==> config.mk <==
export PLATFORM = sky130hd
export DESIGN_NAME = split_bus_scheduler
export DESIGN_NICKNAME = d
export VERILOG_FILES = /design/src/rtl/split_bus_scheduler.sv
export SDC_FILE = /design/constraint.sdc
export NUM_CORES = 1
export LEC_CHECK = 0
export ABC_AREA = 1
export CORE_MARGIN = 5
export CORE_UTILIZATION = 53
export DETAILED_ROUTE_END_ITERATION = 6
export PLACE_DENSITY = 0.84
export SYNTH_ARGS = -nofsm -noshare
export SYNTH_HDL_FRONTEND = slang
export SYNTH_SLANG_ARGS = --single-unit
==> constraint.sdc <==
create_clock -name clk -period 1.6 [get_ports clk]
set_clock_uncertainty 0.05 [all_clocks]
set_input_delay 0.24 -clock clk [delete_from_list [all_inputs] [get_ports clk]]
set_output_delay 0.24 -clock clk [all_outputs]
set_load 0.02 [all_outputs]
==> src/rtl/split_bus_scheduler.sv <==
`default_nettype none
// ============================================================================
// Module   : split_bus_scheduler
// Brief    : Two-master bus arbiter with split/resume parking, ownership
//            timeout and a one-cycle turnaround gap between owners.
// Revision : 1.0
// ============================================================================
module split_bus_scheduler #(
    parameter int TIMEOUT = 255,
    parameter int RR_EN   = 1
) (
    input  logic       clk,
    input  logic       rstn,
    input  logic       m1_req,
    input  logic       m2_req,
    input  logic [1:0] m1_slv,
    input  logic [1:0] m2_slv,
    input  logic       m1_done,
    input  logic       m2_done,
    input  logic       s_split,
    input  logic [2:0] s_resume,
    output logic       m1_gnt,
    output logic       m2_gnt,
    output logic       m1_split,
    output logic       m2_split,
    output logic [1:0] owner,
    output logic [1:0] slv_sel,
    output logic       timeout
);

    localparam logic [1:0] c_IDLE = 2'd0;
    localparam logic [1:0] c_OWN  = 2'd1;
    localparam logic [1:0] c_GAP  = 2'd2;
    localparam logic [1:0] c_NO_SLV = 2'd3;
    localparam logic [9:0] c_TMO  = TIMEOUT[9:0];

    logic [1:0] r_state;
    logic [9:0] r_cnt;
    logic       r_m1_gnt;
    logic       r_m2_gnt;
    logic [1:0] r_owner;
    logic [1:0] r_slv_sel;
    logic       r_m1_split;
    logic       r_m2_split;
    logic [1:0] r_m1_park;
    logic [1:0] r_m2_park;
    logic       r_m1_pend;
    logic       r_m2_pend;
    logic       r_last_m1;

    logic       w_owner_done;
    logic       w_end_own;
    logic       w_m1_elig;
    logic       w_m2_elig;
    logic       w_pick_m2;
    logic [3:0] w_resume;

    assign w_owner_done = (r_owner == 2'd1 && m1_done) || (r_owner == 2'd2 && m2_done);
    assign w_end_own    = w_owner_done || s_split || (r_cnt == c_TMO);
    assign w_resume     = {1'b0, s_resume};

    assign w_m1_elig = m1_req && (m1_slv != c_NO_SLV) && !r_m1_split;
    assign w_m2_elig = m2_req && (m2_slv != c_NO_SLV) && !r_m2_split;

    // Resumed master beats a fresh one; otherwise round-robin or fixed m1.
    always_comb begin
        w_pick_m2 = 1'b0;
        if (w_m1_elig && w_m2_elig) begin
            if (r_m1_pend != r_m2_pend)
                w_pick_m2 = r_m2_pend;
            else if (!r_m1_pend)
                w_pick_m2 = (RR_EN != 0) && r_last_m1;
        end else begin
            w_pick_m2 = w_m2_elig;
        end
    end

    // Timeout loses to a same-cycle done or split, and never fires under reset.
    assign timeout = !rstn && (r_state == c_OWN) && (r_cnt == c_TMO)
                     && !w_owner_done && !s_split;

    always_ff @(posedge clk) begin
        if (rstn) begin
            r_state    <= c_IDLE;
            r_cnt      <= 10'd0;
            r_m1_gnt   <= 1'b0;
            r_m2_gnt   <= 1'b0;
            r_owner    <= 2'd0;
            r_slv_sel  <= c_NO_SLV;
            r_m1_split <= 1'b0;
            r_m2_split <= 1'b0;
            r_m1_park  <= 2'd0;
            r_m2_park  <= 2'd0;
            r_m1_pend  <= 1'b0;
            r_m2_pend  <= 1'b0;
            r_last_m1  <= 1'b0;
        end else begin
            if (r_m1_split && w_resume[r_m1_park]) begin
                r_m1_split <= 1'b0;
                r_m1_pend  <= 1'b1;
            end
            if (r_m2_split && w_resume[r_m2_park]) begin
                r_m2_split <= 1'b0;
                r_m2_pend  <= 1'b1;
            end

            case (r_state)
                c_IDLE: begin
                    if (w_m1_elig || w_m2_elig) begin
                        r_state <= c_OWN;
                        r_cnt   <= 10'd1;
                        if (w_pick_m2) begin
                            r_m2_gnt  <= 1'b1;
                            r_owner   <= 2'd2;
                            r_slv_sel <= m2_slv;
                            r_m2_pend <= 1'b0;
                        end else begin
                            r_m1_gnt  <= 1'b1;
                            r_owner   <= 2'd1;
                            r_slv_sel <= m1_slv;
                            r_m1_pend <= 1'b0;
                        end
                    end
                end
                c_OWN: begin
                    if (w_end_own) begin
                        r_state   <= c_GAP;
                        r_cnt     <= 10'd0;
                        r_m1_gnt  <= 1'b0;
                        r_m2_gnt  <= 1'b0;
                        r_owner   <= 2'd0;
                        r_slv_sel <= c_NO_SLV;
                        r_last_m1 <= (r_owner == 2'd1);
                        if (!w_owner_done && s_split) begin
                            if (r_owner == 2'd1) begin
                                r_m1_split <= 1'b1;
                                r_m1_park  <= r_slv_sel;
                            end else begin
                                r_m2_split <= 1'b1;
                                r_m2_park  <= r_slv_sel;
                            end
                        end
                    end else begin
                        r_cnt <= r_cnt + 10'd1;
                    end
                end
                c_GAP:   r_state <= c_IDLE;
                default: r_state <= c_IDLE;
            endcase
        end
    end

    assign m1_gnt   = r_m1_gnt;
    assign m2_gnt   = r_m2_gnt;
    assign m1_split = r_m1_split;
    assign m2_split = r_m2_split;
    assign owner    = r_owner;
    assign slv_sel  = r_slv_sel;

endmodule
`default_nettype wire

# Word-level counts from Yosys, hierarchy flattened
# Cells that the tools add are included.
# op_classes
add_sub_neg,1
n_lt_le_gt_ge,2
n_eq_ne,11
muxes,46
n_bitwise,1
reduce_logical,33
# ops
operator,n
two-way mux 1 bit,28
two-way mux 10 bit,2
one-hot mux 10 bit (2 select lines),1
two-way mux 2 bit,8
AND reduction 4 bit,4
logical AND 1 bit,14
inequality test 2 bit (second input constant),6
one-hot mux 2 bit (2 select lines),3
adder 10 x 1 -> 10 bit (second input constant),1
== test 10 x 8 -> 1 bit (second input constant),1
less-than comparator 2 x 3 -> 1 bit (second input constant),2
AND reduction 2 bit,3
zero test 1 bit,5
binary-select mux 1 bit (select 2 bit),2
== test 2 x 1 -> 1 bit (second input constant),2
logical OR 1 bit,4
one-hot mux 1 bit (2 select lines),2
AND reduction 3 bit,1
== test 2 bit (second input constant),1
zero test 2 bit,1
nonzero test 2 bit,1
inequality test 1 bit,1
inverter 1 bit,1
# word_totals
register_bits,27
input_bits,14
output_inout_bits,9
wordCells,107

# Logic depth before layout (Yosys ltp)
# depth
word_depth,8
depth_mapped,10
depth_no_buf,9

# Worst setup path before layout
# No wires, ideal clock.
# synth_timing
path_kind,register to output
from,"reg r_owner[0], in the netlist owner[0]"
to,out timeout
arrival_ps,1191
required_time_ps,1310
slack_ps,119
stages_incl_launch_ff,7
n_path_buf,0
path_cell_list,dfxtp_1 > inv_1 > nand3_2 > nand2_4 > nor2_8 > nand3_1 > nor2_1
# synth_between
elab_chain_cells,6
elab_cells_between_ends,8
cone_classes,eq/ne (2); reduce/logical (6)
# synth_lines
item,line,text
start: declaration,41,logic [1:0] r_owner;
start signal: assignment,88,r_owner <= 2'd0;
start signal: assignment,114,r_owner <= 2'd2;
start signal: assignment,119,r_owner <= 2'd1;
== test 2 x 1 -> 1 bit or == test 2 bit (tied branches),58,assign w_owner_done = (r_owner == 2'd1 && m1_done) || (r_owner == 2'd2 && m2_done);
logical AND 1 bit,58,
logical OR 1 bit (*),58,
zero test 1 bit (*),80,&& !w_owner_done && !s_split;
logical AND 1 bit (*) (2 in series),80,
end: declaration,28,output logic timeout
# Every way passes the cells marked *; elsewhere a longest branch is shown, timed or not.

# Final worst setup path
# Same ends and word-level chain as after synthesis.

==> metrics.yaml <==
synth:
  yosys.cell_types.count: 27
  synth_flop_cell: "sky130_fd_sc_hd__dfxtp_1"
  ys.warnings.count: 0
  synth_largest_area_cell: "sky130_fd_sc_hd__dfxtp_1"
  synth.yosys.seq_area_share_pct: 35.2
  ys_top_cells_by_area: "sky130_fd_sc_hd__dfxtp_1, sky130_fd_sc_hd__nand2_1, sky130_fd_sc_hd__nand3_1"
  post_synth_most_frequent_cells: "sky130_fd_sc_hd__nand2_1, sky130_fd_sc_hd__dfxtp_1, sky130_fd_sc_hd__inv_1, sky130_fd_sc_hd__nor2_1, sky130_fd_sc_hd__nand3_1"
  share_of_yosys_cell_area_claimed_by_the_top_area_cell_type_pct: 35.2
  synth.cell_area_sq_um: 1540
  synth.ff_latch_count: 27
  gate_count_post_synth: 218
  synth.most_common_cell: "sky130_fd_sc_hd__nand2_1"
  post_synthesis_average_cell_area_sq_um: 7.05
  synth_nets: 233
  synthArstFlopShare_pct: 0
  synth_enable_flop_cells: 0
setup_path:
  worst-endpoint-arrival_ps: 1320
  crit_fanout: 3
  critical_path.most_common_cell: "sky130_fd_sc_hd__nand3_2"
  setup.worst_path.end_class: "output pin"
  worst_r2r_endpoint: "r_cnt[6]"
  reg2reg_depth: 9
  worst_r2r_startpoint: "r_cnt[0]"
  critical_path.max_stage_delay_ps: 390
  cp.required_ps: 1310
  kind_of_start_point_of_the_critical_path: "flip-flop"
  register_to_register_path_setup_slack_ps: 150
  top_family_by_delay_on_critical_path: "simple AND/OR/NAND/NOR gates"
  timing.critical_path.cells: "inv_2, nand3_2, nand2_4, nor2_8, nand3_2, nor2_1, buf_4"
  critical_path_class: "flip-flop to output pin"
  worst_path_slowest_cell: "sky130_fd_sc_hd__dfxtp_2"
  bufs_and_invs_on_worst_path: 2
power:
  max-vdd-ir-drop_uv: 666
  p_leak_nw: 0.936
  seqPwrFrac_pct: 48.6
  combinational_fraction_of_design_power_pct: 31.9
  power.density_cell_area_nw_per_um2: 752
  internal_power_mw: 1.03
  power.switching_fraction_pct: 33.8
  power.net_switching_mw: 0.524
  pwr-share-clk_pct: 19.5
routing:
  dr.pass1.iters: 4
  drt-total-wl_mm: 3.45
  detailedRoute.firstIterationViolations: 82
  detail_route.vias_per_cell: 5.06
  drt-wirelength-per-cell_um: 11.4
  final_antenna_net_count: 0
  drc: 0
  route.vias.total: 1537
sta:
  holdWs_ps: 414
  finalCriticalPeriod_ps: 1610
  finalSetupViolations: 1
  fmaxAchievable_mhz: 623
  rsz0062_at_grt: "true"
  worstMarginPinSlew_ps: 280
  maxSlewHeadroom_pct: 81.3
  final_max_slew_viol_count: 0
  hold_viol: 0
  final.setup.worst_slack_ps: -6.03
  final.period_utilization_pct: 100
cts:
  clockRootBuffer: "sky130_fd_sc_hd__clkbuf_4"
  cts_buffers: 3
  clkSlewWorstSetupHoldPaths_ps: 150
  clock_latency_ps: 330
  tritoncts: "done"
  htree_levels: 1
  post_cts_hold_buffer_count: 0
  cts.sinks: 27
  clock_tree.buffer_depth: 2
layout:
  fillers: 219
  antennaDiodeCount: 0
  layoutNonFillerInstCount: 304
  final-seq-area_sq_um: 546
  finalCoreUtilization_pct: 74.7
  drive_gt1_share_pct: 29.3
  design.final.nets: 289
  layout-area-overhead-vs-synth_pct: 34.0
  multi_input_gate_area_sq_um: 882
global_route:
  grt_start_max_net_pins: 16
  grt_overflow_total: 0
  first_global_vias: 1501
  wire_length_of_the_first_global_routing_pass_mm: 6.24
  grt_antenna_before_repair: 0
  globalRouteTotalUtil_pct: 18.1
placed_design:
  port_buffers: 22
  numPlacedInstances: 300
  hpwlAfterDp_mm: 2.68
  gp_congestion: 0.852
  placement.setup.worst_slack_ps: -395
die:
  die_h_um: 63.9
  floorplan.die.width_um: 63.9
  pin_count: 23
  row_count: 19
  core_footprint_sq_um: 2760
  floorplan.die_area_sq_um: 4080
  start_util_pct: 55.8
min_path:
  worstHoldPathType: "flip-flop to flip-flop"
  hold_path_depth: 2
  timing.hold.worst_endpoint: "m2_gnt"
  min-delay-start: "m2_gnt"
run:
  drv_cap: 0
status:
  outcome: "finished with violations"
  violated_checks: "setup timing"
cell usage in the layout, fill, tap and decap left out, types with 6 or more instances in the layout:
master and n:
sky130_fd_sc_hd__buf_4 33, sky130_fd_sc_hd__o21ai_0 6, sky130_fd_sc_hd__nor2_1 25, sky130_fd_sc_hd__nand2_1 50, sky130_fd_sc_hd__clkdlybuf4s50_1 13, sky130_fd_sc_hd__nor2_2 10
sky130_fd_sc_hd__dlygate4sd2_1 6, sky130_fd_sc_hd__nand3_1 21, sky130_fd_sc_hd__inv_1 23, sky130_fd_sc_hd__a21oi_1 10, sky130_fd_sc_hd__dfxtp_1 23
worst max path at each step:
stage	cells after the start	endpoint	from	slack, ps
final	7	timeout	owner[0]	-6
after detailed placement	7	timeout	m2_done	-390
after global routing	7	timeout	owner[0]	-100
after floorplan	6	timeout	owner[0]	120
after global placement	7	timeout	m2_done	-380
after CTS	7	timeout	owner[0]	-40
kinds of logic (layout without fill, tap and decap cells):
logic type,Yosys count,count (layout),synth area share [%]
adders and majority gates,1,1,0.814
buffers and inverters,32,87,8.87
DFF,27,27,35.2
AOI/OAI and AO/OA,25,25,9.03
and+or+nand+nor,133,133,46.1
cell type report:
cell class,count,share of cell area (%)
clock buffer,3,1.09
clock inverter,1,0.243
inverter,29,5.40
multi-input combinational,159,42.8
sequential,27,26.5
tap,31,1.88
timing repair buffer,54,22.1
power by group through the flow:
stage	clock (mW)	combinational, mW	sequential, mW
after detailed placement	0	0.496	0.764
after CTS	0.307	0.493	0.753
after global placement	0	0.491	0.762
after floorplan	0	0.263	0.794
after global routing	0.342	0.545	0.759
final	0.302	0.494	0.753
routing by layer:
metal  track usage [%]  up-vias  routed length [um]
met5                 0        -                   0
met4              5.45        0                  38
met3              2.98        6                 155
met2              29.1       31                1620
met1              24.7      696                1640
li1                  -      804                   -
per-stage QoR:
stage / instance area [sq um] / setup TNS (ps) / total power, mW
2_1_floorplan: 1540 / 0 / 1.06
3_3_place_gp: 2010 / -1140 / 1.25
3_5_place_dp: 2010 / -1090 / 1.26
4_1_cts: 2050 / -36.6 / 1.55
5_1_grt: 2060 / -97.2 / 1.65
6_report: 2060 / -6.03 / 1.55
timing repair:
item / CTS / global route
resized for setup: 18 / 6
setup endpoints to repair: 7 / 4
setup buffers: 0 / 0
pin swaps: 0 / 2
gates cloned: 0 / 0
flip-flops by register name, indices dropped and copies added, names as in the netlist:
name,cells
r_last_m1,1
slv_sel,2
m2_split,1
owner,2
r_state,2
r_m1_pend,1
r_m1_park,2
r_cnt,10
m1_split,1
r_m2_park,2
m1_gnt,1
r_m2_pend,1
m2_gnt,1
worst reg2reg max path, stage by stage (launching register included):
cell and delay, ps:
sky130_fd_sc_hd__dfxtp_2 380, sky130_fd_sc_hd__ha_4 140, sky130_fd_sc_hd__inv_2 40, sky130_fd_sc_hd__nor2_4 80
sky130_fd_sc_hd__buf_4 130, sky130_fd_sc_hd__nand3_2 120, sky130_fd_sc_hd__nand3_4 140, sky130_fd_sc_hd__nand2_4 90
sky130_fd_sc_hd__nand2_4 140, sky130_fd_sc_hd__nor2_2 50
No activity file was read; power rests on OpenSTA's default activity.
